===== src/rtl/gpu_pkg.sv =====
// Shared definitions for the GPU frame loader: table geometry, the loader
// state encoding and a small helper for the active-area test.
package gpu_pkg;

    localparam int          RECT_COUNT  = 64;
    localparam int          RECT_WORDS  = 6;
    localparam int          TABLE_WORDS = RECT_COUNT * RECT_WORDS;
    localparam logic [15:0] TABLE_BASE  = 16'hFE80;

    localparam int          H_ACTIVE_DEFAULT    = 640;
    localparam int          V_ACTIVE_DEFAULT    = 480;
    localparam int          RAM_LATENCY_DEFAULT = 1;

    typedef enum logic [1:0] {
        IDLE,
        COPY,
        DRAIN,
        DONE
    } load_state_e;

    // True when the beam position lies outside the visible picture.
    function automatic logic outside_active(input logic [15:0] x,
                                            input logic [15:0] y,
                                            input logic [15:0] h_lim,
                                            input logic [15:0] v_lim);
        return (x >= h_lim) || (y >= v_lim);
    endfunction

endpackage


===== src/rtl/gpu_frame_loader_valid_delay.sv =====
// Fixed-depth shift register that delays a single valid bit so the gpu write
// strobe lines up with the data returned by the video RAM.
module valid_delay #(
    parameter int DEPTH = 1
) (
    input  logic clk,
    input  logic rst_n,
    input  logic in,
    output logic out
);

    logic [DEPTH-1:0] shift_q;
    logic [DEPTH-1:0] shift_d;

    // Next contents of the delay line: new bit enters at stage 0.
    always_comb begin
        shift_d    = '0;
        shift_d[0] = in;
        for (int i = 1; i < DEPTH; i++) begin
            shift_d[i] = shift_q[i-1];
        end
    end

    // Delay line register; reset empties it so no stale strobe survives.
    always_ff @(posedge clk or negedge rst_n) begin
        if (!rst_n) begin
            shift_q <= '0;
        end else begin
            shift_q <= shift_d;
        end
    end

    assign out = shift_q[DEPTH-1];

endmodule


===== src/rtl/gpu_frame_loader.sv =====
// Once per frame, at the start of vertical blanking, copies the rectangle
// table from video RAM into the gpu, then releases a waiting CPU.
module gpu_frame_loader
    import gpu_pkg::*;
#(
    parameter int          H_ACTIVE    = H_ACTIVE_DEFAULT,
    parameter int          V_ACTIVE    = V_ACTIVE_DEFAULT,
    parameter logic [15:0] BASE_ADDR   = TABLE_BASE,
    parameter int          WORDS       = TABLE_WORDS,
    parameter int          RAM_LATENCY = RAM_LATENCY_DEFAULT
) (
    input  logic        pixel_clk,
    input  logic        reset,
    input  logic [15:0] x_coord,
    input  logic [15:0] y_coord,
    input  logic        enable,
    input  logic        cpu_wait,
    output logic [15:0] mem_addr,
    input  logic [15:0] mem_rdata,
    output logic        gpu_we,
    output logic [15:0] gpu_din,
    output logic        gpu_idle,
    output logic        cpu_resume,
    output logic        busy,
    output logic        overrun
);

    localparam logic [15:0] H_LIM      = 16'(H_ACTIVE);
    localparam logic [15:0] V_LIM      = 16'(V_ACTIVE);
    localparam logic [15:0] LAST_WORD  = 16'(WORDS - 1);
    localparam logic [15:0] LAST_DRAIN = 16'(RAM_LATENCY - 1);

    load_state_e state_q, state_d;
    logic [15:0] word_q, word_d;
    logic [15:0] addr_q, addr_d;
    logic [15:0] drain_q, drain_d;
    logic        skip_resume_q, skip_resume_d;
    logic        done_resume;
    logic        addr_valid;
    logic        trigger;
    logic        frame_start;
    logic        idle_q, idle_d;
    logic        overrun_q, overrun_d;
    logic [15:0] din_q;

    assign trigger     = (x_coord == 16'd0) && (y_coord == V_LIM);
    assign frame_start = (x_coord == 16'd0) && (y_coord == 16'd0);

    // Next-state logic: walk the table one word per cycle, wait for the RAM
    // pipeline to empty, then spend one cycle releasing the CPU.
    always_comb begin
        state_d       = state_q;
        word_d        = word_q;
        addr_d        = addr_q;
        drain_d       = drain_q;
        skip_resume_d = 1'b0;
        done_resume   = 1'b0;
        addr_valid    = 1'b0;
        case (state_q)
            IDLE: begin
                if (trigger) begin
                    if (enable) begin
                        state_d = COPY;
                        word_d  = '0;
                        addr_d  = BASE_ADDR;
                    end else begin
                        skip_resume_d = cpu_wait;
                    end
                end
            end
            COPY: begin
                addr_valid = 1'b1;
                if (word_q == LAST_WORD) begin
                    state_d = DRAIN;
                    drain_d = '0;
                end else begin
                    word_d = word_q + 16'd1;
                    addr_d = addr_q + 16'd1;
                end
            end
            DRAIN: begin
                if (drain_q == LAST_DRAIN) begin
                    state_d = DONE;
                end else begin
                    drain_d = drain_q + 16'd1;
                end
            end
            DONE: begin
                done_resume = cpu_wait;
                state_d     = IDLE;
            end
            default: begin
                state_d = IDLE;
            end
        endcase
    end

    // Loader state, counters and the address register.
    always_ff @(posedge pixel_clk or negedge reset) begin
        if (!reset) begin
            state_q       <= IDLE;
            word_q        <= '0;
            addr_q        <= BASE_ADDR;
            drain_q       <= '0;
            skip_resume_q <= 1'b0;
        end else begin
            state_q       <= state_d;
            word_q        <= word_d;
            addr_q        <= addr_d;
            drain_q       <= drain_d;
            skip_resume_q <= skip_resume_d;
        end
    end

    // The write strobe trails the address by the RAM read latency.
    valid_delay #(
        .DEPTH (RAM_LATENCY)
    ) u_we_delay (
        .clk   (pixel_clk),
        .rst_n (reset),
        .in    (addr_valid),
        .out   (gpu_we)
    );

    assign busy      = (state_q == COPY) || (state_q == DRAIN);
    assign idle_d    = outside_active(x_coord, y_coord, H_LIM, V_LIM);
    assign overrun_d = overrun_q || (busy && frame_start);

    // Status registers: blanking indicator, sticky overrun, and the data
    // hold register that keeps the last streamed word on gpu_din.
    always_ff @(posedge pixel_clk or negedge reset) begin
        if (!reset) begin
            idle_q    <= 1'b1;
            overrun_q <= 1'b0;
            din_q     <= '0;
        end else begin
            idle_q    <= idle_d;
            overrun_q <= overrun_d;
            din_q     <= gpu_din;
        end
    end

    assign gpu_din    = gpu_we ? mem_rdata : din_q;
    assign mem_addr   = addr_q;
    assign gpu_idle   = idle_q;
    assign overrun    = overrun_q;
    assign cpu_resume = done_resume || skip_resume_q;

endmodule


===== config.mk =====
export PLATFORM = sky130hd
export DESIGN_NAME = gpu_frame_loader
export DESIGN_NICKNAME = d
export VERILOG_FILES = /design/src/rtl/gpu_pkg.sv /design/src/rtl/gpu_frame_loader_valid_delay.sv /design/src/rtl/gpu_frame_loader.sv
export SDC_FILE = /design/constraint.sdc
export NUM_CORES = 1
export LEC_CHECK = 0
export ABC_AREA = 0
export BUFFER_PORTS_ARGS = -buffer_cell sky130_fd_sc_hd__buf_2
export CORE_ASPECT_RATIO = 0.9
export CORE_UTILIZATION = 45
export DETAILED_ROUTE_END_ITERATION = 10
export PLACE_DENSITY = 0.78
export SLEW_MARGIN = 20
export SYNTH_ARGS = -nofsm -noshare
export SYNTH_HDL_FRONTEND = slang
export SYNTH_HIERARCHICAL = 1
export SYNTH_SLANG_ARGS = --single-unit

===== constraint.sdc =====
create_clock -name pixel_clk -period 2.13 [get_ports pixel_clk]
set_clock_uncertainty 0.1 [all_clocks]
set_input_delay 0.3195 -clock pixel_clk [delete_from_list [all_inputs] [get_ports pixel_clk]]
set_output_delay 0.3195 -clock pixel_clk [all_outputs]
set_load 0.01 [all_outputs]

After elaboration in Yosys (flattened, before gate mapping)
Cells that the tools add are included.
W data, S select, Z words.
- flip-flop bits (word level): 70
- latch bits: 0
- bits in writable memories: 0
- ROM bits: 0
- input port bits: 52
- output and inout port bits: 37
- logic and storage cells: 63
- memories: 0
- add/sub/neg operators: 3
- multiply operators: 0
- divide/modulo/power cells: 0
- $lt $le $gt $ge: 2
- eq/ne operators: 11
- shift-type cells: 0
- mux-type cells: 22
- bitwise logic cells: 0
- reductions and logical operators: 16
- operators with widths (cell ; number):
    $mux W16 ; 9
    $pmux W16 S2 ; 3
    $add A16 B1 Y16 const B ; 3
    $logic_not A16 Y1 ; 3
    $eq A16 B9 Y1 const B ; 2
    $ge A16 B10 Y1 const B ; 1
    $ge A16 B9 Y1 const B ; 1
    $ne A2 B2 Y1 const B ; 6
    $mux W2 ; 4
    $pmux W2 S4 ; 1
    $reduce_and A4 Y1 ; 2
    $mux W1 ; 5
    $eq A2 B2 Y1 const B ; 2
    $logic_or A1 B1 Y1 ; 4
    $reduce_bool A2 Y1 ; 2
    $logic_and A1 B1 Y1 ; 3
    $reduce_and A3 Y1 ; 1
    $eq A2 B1 Y1 const B ; 1
    $logic_not A2 Y1 ; 1

Logic depth before layout (Yosys ltp)
- depth in word-level cells: 4
- gate-level depth with buffers: 9
- gate-level depth less buffers: 7

By module
The synthesis kept the hierarchy.
- by module, submodules not included (module ; times used ; cells each ; area each (µm²) ; seq. area each (µm²)):
    gpu_frame_loader ; 1 ; 420 ; 4073.9 ; 1737.9
    valid_delay ; 1 ; 1 ; 25.0 ; 25.0

Worst setup path before layout
Ideal clock, no wire load.
- path kind: input-to-reg
- start point: input port x_coord[14]
- end point: register state_q[1]
- data arrival time: 1947 ps
- path slack: -42 ps
- cell stages on the path: 6
- path buffers: 1
- cells stage by stage: nor4_2 > nand4_2 > o31a_1 > buf_6 > or3_4 > mux2_4
- cells in the longest elaborated chain, start to end: 4
- RTL lines (element ; RTL line ; RTL):
    start: declaration ; gpu_frame_loader.sv:14 ; input logic [15:0] x_coord,
    $logic_not A16 Y1 ; gpu_frame_loader.sv:46 ; assign trigger = (x_coord == 16'd0) && (y_coord == V_LIM);
    $logic_and A1 B1 Y1 ; gpu_frame_loader.sv:46 ;
    $ne A2 B2 Y1 (no line) ; -- ;
    $reduce_and A4 Y1 (no line) ; -- ;
    end signal: assignment ; gpu_frame_loader.sv:107 ; state_q <= state_d;
    end: declaration ; gpu_frame_loader.sv:33 ; load_state_e state_q, state_d;
No other way between the ends.
A chain may end at the register's enable or synchronous reset.

Final worst setup path
- start point: register word_q[0]
- end point: register addr_q[11], in the netlist mem_addr[11]
- cells in the longest elaborated chain, start to end: 3
- RTL lines (element ; RTL line ; RTL):
    start: declaration ; gpu_frame_loader.sv:34 ; logic [15:0] word_q, word_d;
    start signal: assignment ; gpu_frame_loader.sv:108 ; word_q <= word_d;
    $eq A16 B9 Y1 ; gpu_frame_loader.sv:73 ; if (word_q == LAST_WORD) begin
    $ne A2 B2 Y1 (no line) ; -- ;
    $reduce_and A4 Y1 (no line) ; -- ;
    end signal: assignment ; gpu_frame_loader.sv:109 ; addr_q <= addr_d;
    end: declaration ; gpu_frame_loader.sv:35 ; logic [15:0] addr_q, addr_d;
No other way between the ends.

==> impl_metrics.tcl <==
set metrics [dict create \
    num-fill-cells 747 \
    dp_hpwl_microns 8203 \
    multiInputGateArea_sq_um 2268 \
    timing.fmax_mhz 488.4 \
    clk_latency_ns 0.36 \
    numClockSinks 70 \
    antenna_found_initial 0 \
    cts_htree_levels 3 \
    synth.avg_cell_area_sq_um 9.736 \
    cp.required_ns 2.32 \
    crit_arrival_ns 2.24 \
    cts_tree "yes" \
    synth_nets 482 \
    crit_type "flip-flop to flip-flop" \
    rsz0062_at_grt "true" \
    r2r_setup_slack_ns 0.08 \
    post_drt_wl_per_cell_microns 16.90 \
    dieArea_sq_um 9495 \
    seq_area_frac_synth_pct 43.01 \
    seqCellArea_sq_um 1763 \
    syn_inst 421 \
    timing.rr.end "mem_addr[11]" \
    drive_gt1_share_pct 37.14 \
    leakage_nw 2.353 \
    ys_ff_latch 70 \
    start_util_pct 47.18 \
    die_w_microns 102.6 \
    layout_common_cells "buf_2, dfrtp_1, buf_4, nand2_1, nor2_1" \
    clock-root-buffer "clkbuf_8" \
    areaGrowthSynthToFinish_pct 30.65 \
    yosysUniqueCellTypes 61 \
    synth_edf_count 0 \
    overflow 0 \
    drt-total-wl_microns 11480 \
    grt_pass1_vias 3938 \
    synth_area_leaders "dfrtp_1, dfstp_2, mux2_2" \
    pwr_density_cell_nw_per_um2 514.3 \
    r2r-start "word_q[0]" \
    yosys_warnings 6 \
    gp_congestion 0.8976 \
    rows 32 \
    min_path_type "primary input to flip-flop" \
    die_h_microns 92.54 \
    cap_violations 0 \
    grtUsageTotal_pct 24.94 \
    vias_per_cell 6.038 \
    clockBufferDepth 2 \
    ant_nets 0 \
    reg2regPathDepth 8 \
    cts_setup_buffers 0 \
    setup_slack_ns 0.08249 \
    cts_buffers 9 \
    synth_top_area_share_pct 37.24 \
    nets 616 \
    slew_headroom_pct 66.28 \
    drt_pass1_iterations 5 \
    setup_viol 0 \
    worstMarginPinSlew_ns 0.5012 \
    synthFlopType "dfrtp_1" \
    io_buffers 88 \
    fin_crit_sh_pct 96.13 \
    syn_area_sq_um 4099 \
    finalCriticalPeriod_ns 2.048 \
    outcome "finished, final reports clean" \
    critPathLaunchType "flip-flop" \
    crit_fanout 4 \
    cp-end-kind "flip-flop" \
    initialDrtViolationCount 240 \
    ys_async_sr_fraction_pct 100.0 \
    dp_slack_ns -0.1520 \
    min_to "din_q[8]" \
    grt_max_degree 71 \
    pin_count 89 \
    core-area_sq_um 8688 \
    hold_viol 0 \
    synth_area_leader_cell "dfrtp_1" \
    mostFrequentLayoutCell "buf_2" \
    path_clk_slew_ns 0.08 \
    min_from "mem_rdata[8]" \
    postLayoutCoreUtil_pct 61.64 \
    n_antenna_cell 0 \
    drv_slew 0 \
    grt_pass1_wl_microns 18500 \
    vdd_drop_max_v 0.0002885 \
    hold_depth 2 \
    vias 4100 \
    drc 0 \
]
[state kept, by name (all words and copies together), names as in the netlist]
name,flops
u_we_delay/out,1
din_q,16
overrun,1
skip_resume_q,1
mem_addr,16
word_q,16
drain_q,16
gpu_idle,1
state_q,2
[cells in the mapped netlist (7+ instances only)]
library cell and instances:
nand3b_1 7, a31oi_1 8, nor3_1 10, a211o_1 13
nand3_1 23, and3_1 21, o211a_1 7, nor2_1 24
clkbuf_1 16, ha_1 9, nand4_1 11, dfstp_2 9
o21ai_0 22, inv_1 12, nand2_1 28, o31ai_1 8
and4_1 7, dfrtp_1 61, mux2_2 16, nor4_1 19
[cell type report]
type | instances | share of cell area, %
Inverter | 12 | 0.8411
Sequential cell | 70 | 32.92
Clock buffer | 10 | 2.570
Timing Repair Buffer | 145 | 16.80
Clock inverter | 6 | 1.729
Tap cell | 119 | 2.780
Multi-Input combinational cell | 317 | 42.36
[repair_timing]
item | CTS | global route
endpoints found under the hold margin | 61 | 0
endpoints found under the setup margin | 7 | 17
pin swaps | 0 | 2
hold buffers | 1 | 0
gates resized for setup | 3 | 10
[through the flow]
stage | power (mW) | TNS [ns] | cell area, sq um | std cells | hold slack (ns)
2_1_floorplan | 1.407 | 0 | 4116 | 421 | -0.07609
3_3_place_gp | 1.507 | -0.4399 | 5056 | 662 | 0.2718
3_5_place_dp | 1.514 | -2.418 | 5056 | 662 | 0.2777
4_1_cts | 2.771 | 0 | 5316 | 679 | 0.09910
5_1_grt | 2.852 | -0.07534 | 5355 | 679 | 0.09753
6_report | 2.754 | 0 | 5355 | 679 | 0.1025
[worst max path at each step]
stage	cells after the start	from	endpoint
2_1_floorplan	6	x_coord[9]	state_q[1]
3_3_place_gp	7	y_coord[14]	mem_addr[12]
3_5_place_dp	7	y_coord[14]	mem_addr[12]
4_1_cts	8	word_q[0]	mem_addr[11]
5_1_grt	7	state_q[1]	word_q[0]
6_report	8	word_q[0]	mem_addr[11]
[kinds of logic (layout without fill, tap and decap cells)]
kind of cell	after synthesis	count (layout)	share of synthesized area, %
muxes	18	18	5.006
AOI/OAI and AO/OA	98	98	17.86
xor gates and xnor gates	1	1	0.2137
and+or+nand+nor	191	191	27.75
buffers and inverters	34	173	3.419
DFF	70	70	43.01
adders and majority gates	9	9	2.747
[per-layer routing]
| metal | global-route usage [%] | part of all wire (%) | up-vias |
|---|---|---|---|
| met2 | 40.89 | 48 | 204 |
| met1 | 33.43 | 44 | 1978 |
| met3 | 3.170 | 6.4 | 15 |
| met5 | 0 | 0 | - |
| met4 | 9.286 | 1.4 | 0 |
| li1 | - | - | 1903 |
[worst max-delay path, stage by stage, from the launching register on]
cell	delay, ns
dfrtp_1	0.39
ha_1	0.22
and3_1	0.17
buf_4	0.14
nand2_1	0.09
o21ai_2	0.10
buf_4	0.16
or4b_1	0.50
o211a_1	0.12
[where the power goes]
part           internal, mW  switching [mW]  total (mW)
Combinational        0.0652          0.0730       0.138
Clock                 0.700           0.569        1.27
Sequential             1.34         0.00416        1.35
Total                  2.11           0.646        2.75
Power figures use the tool's default switching activity.
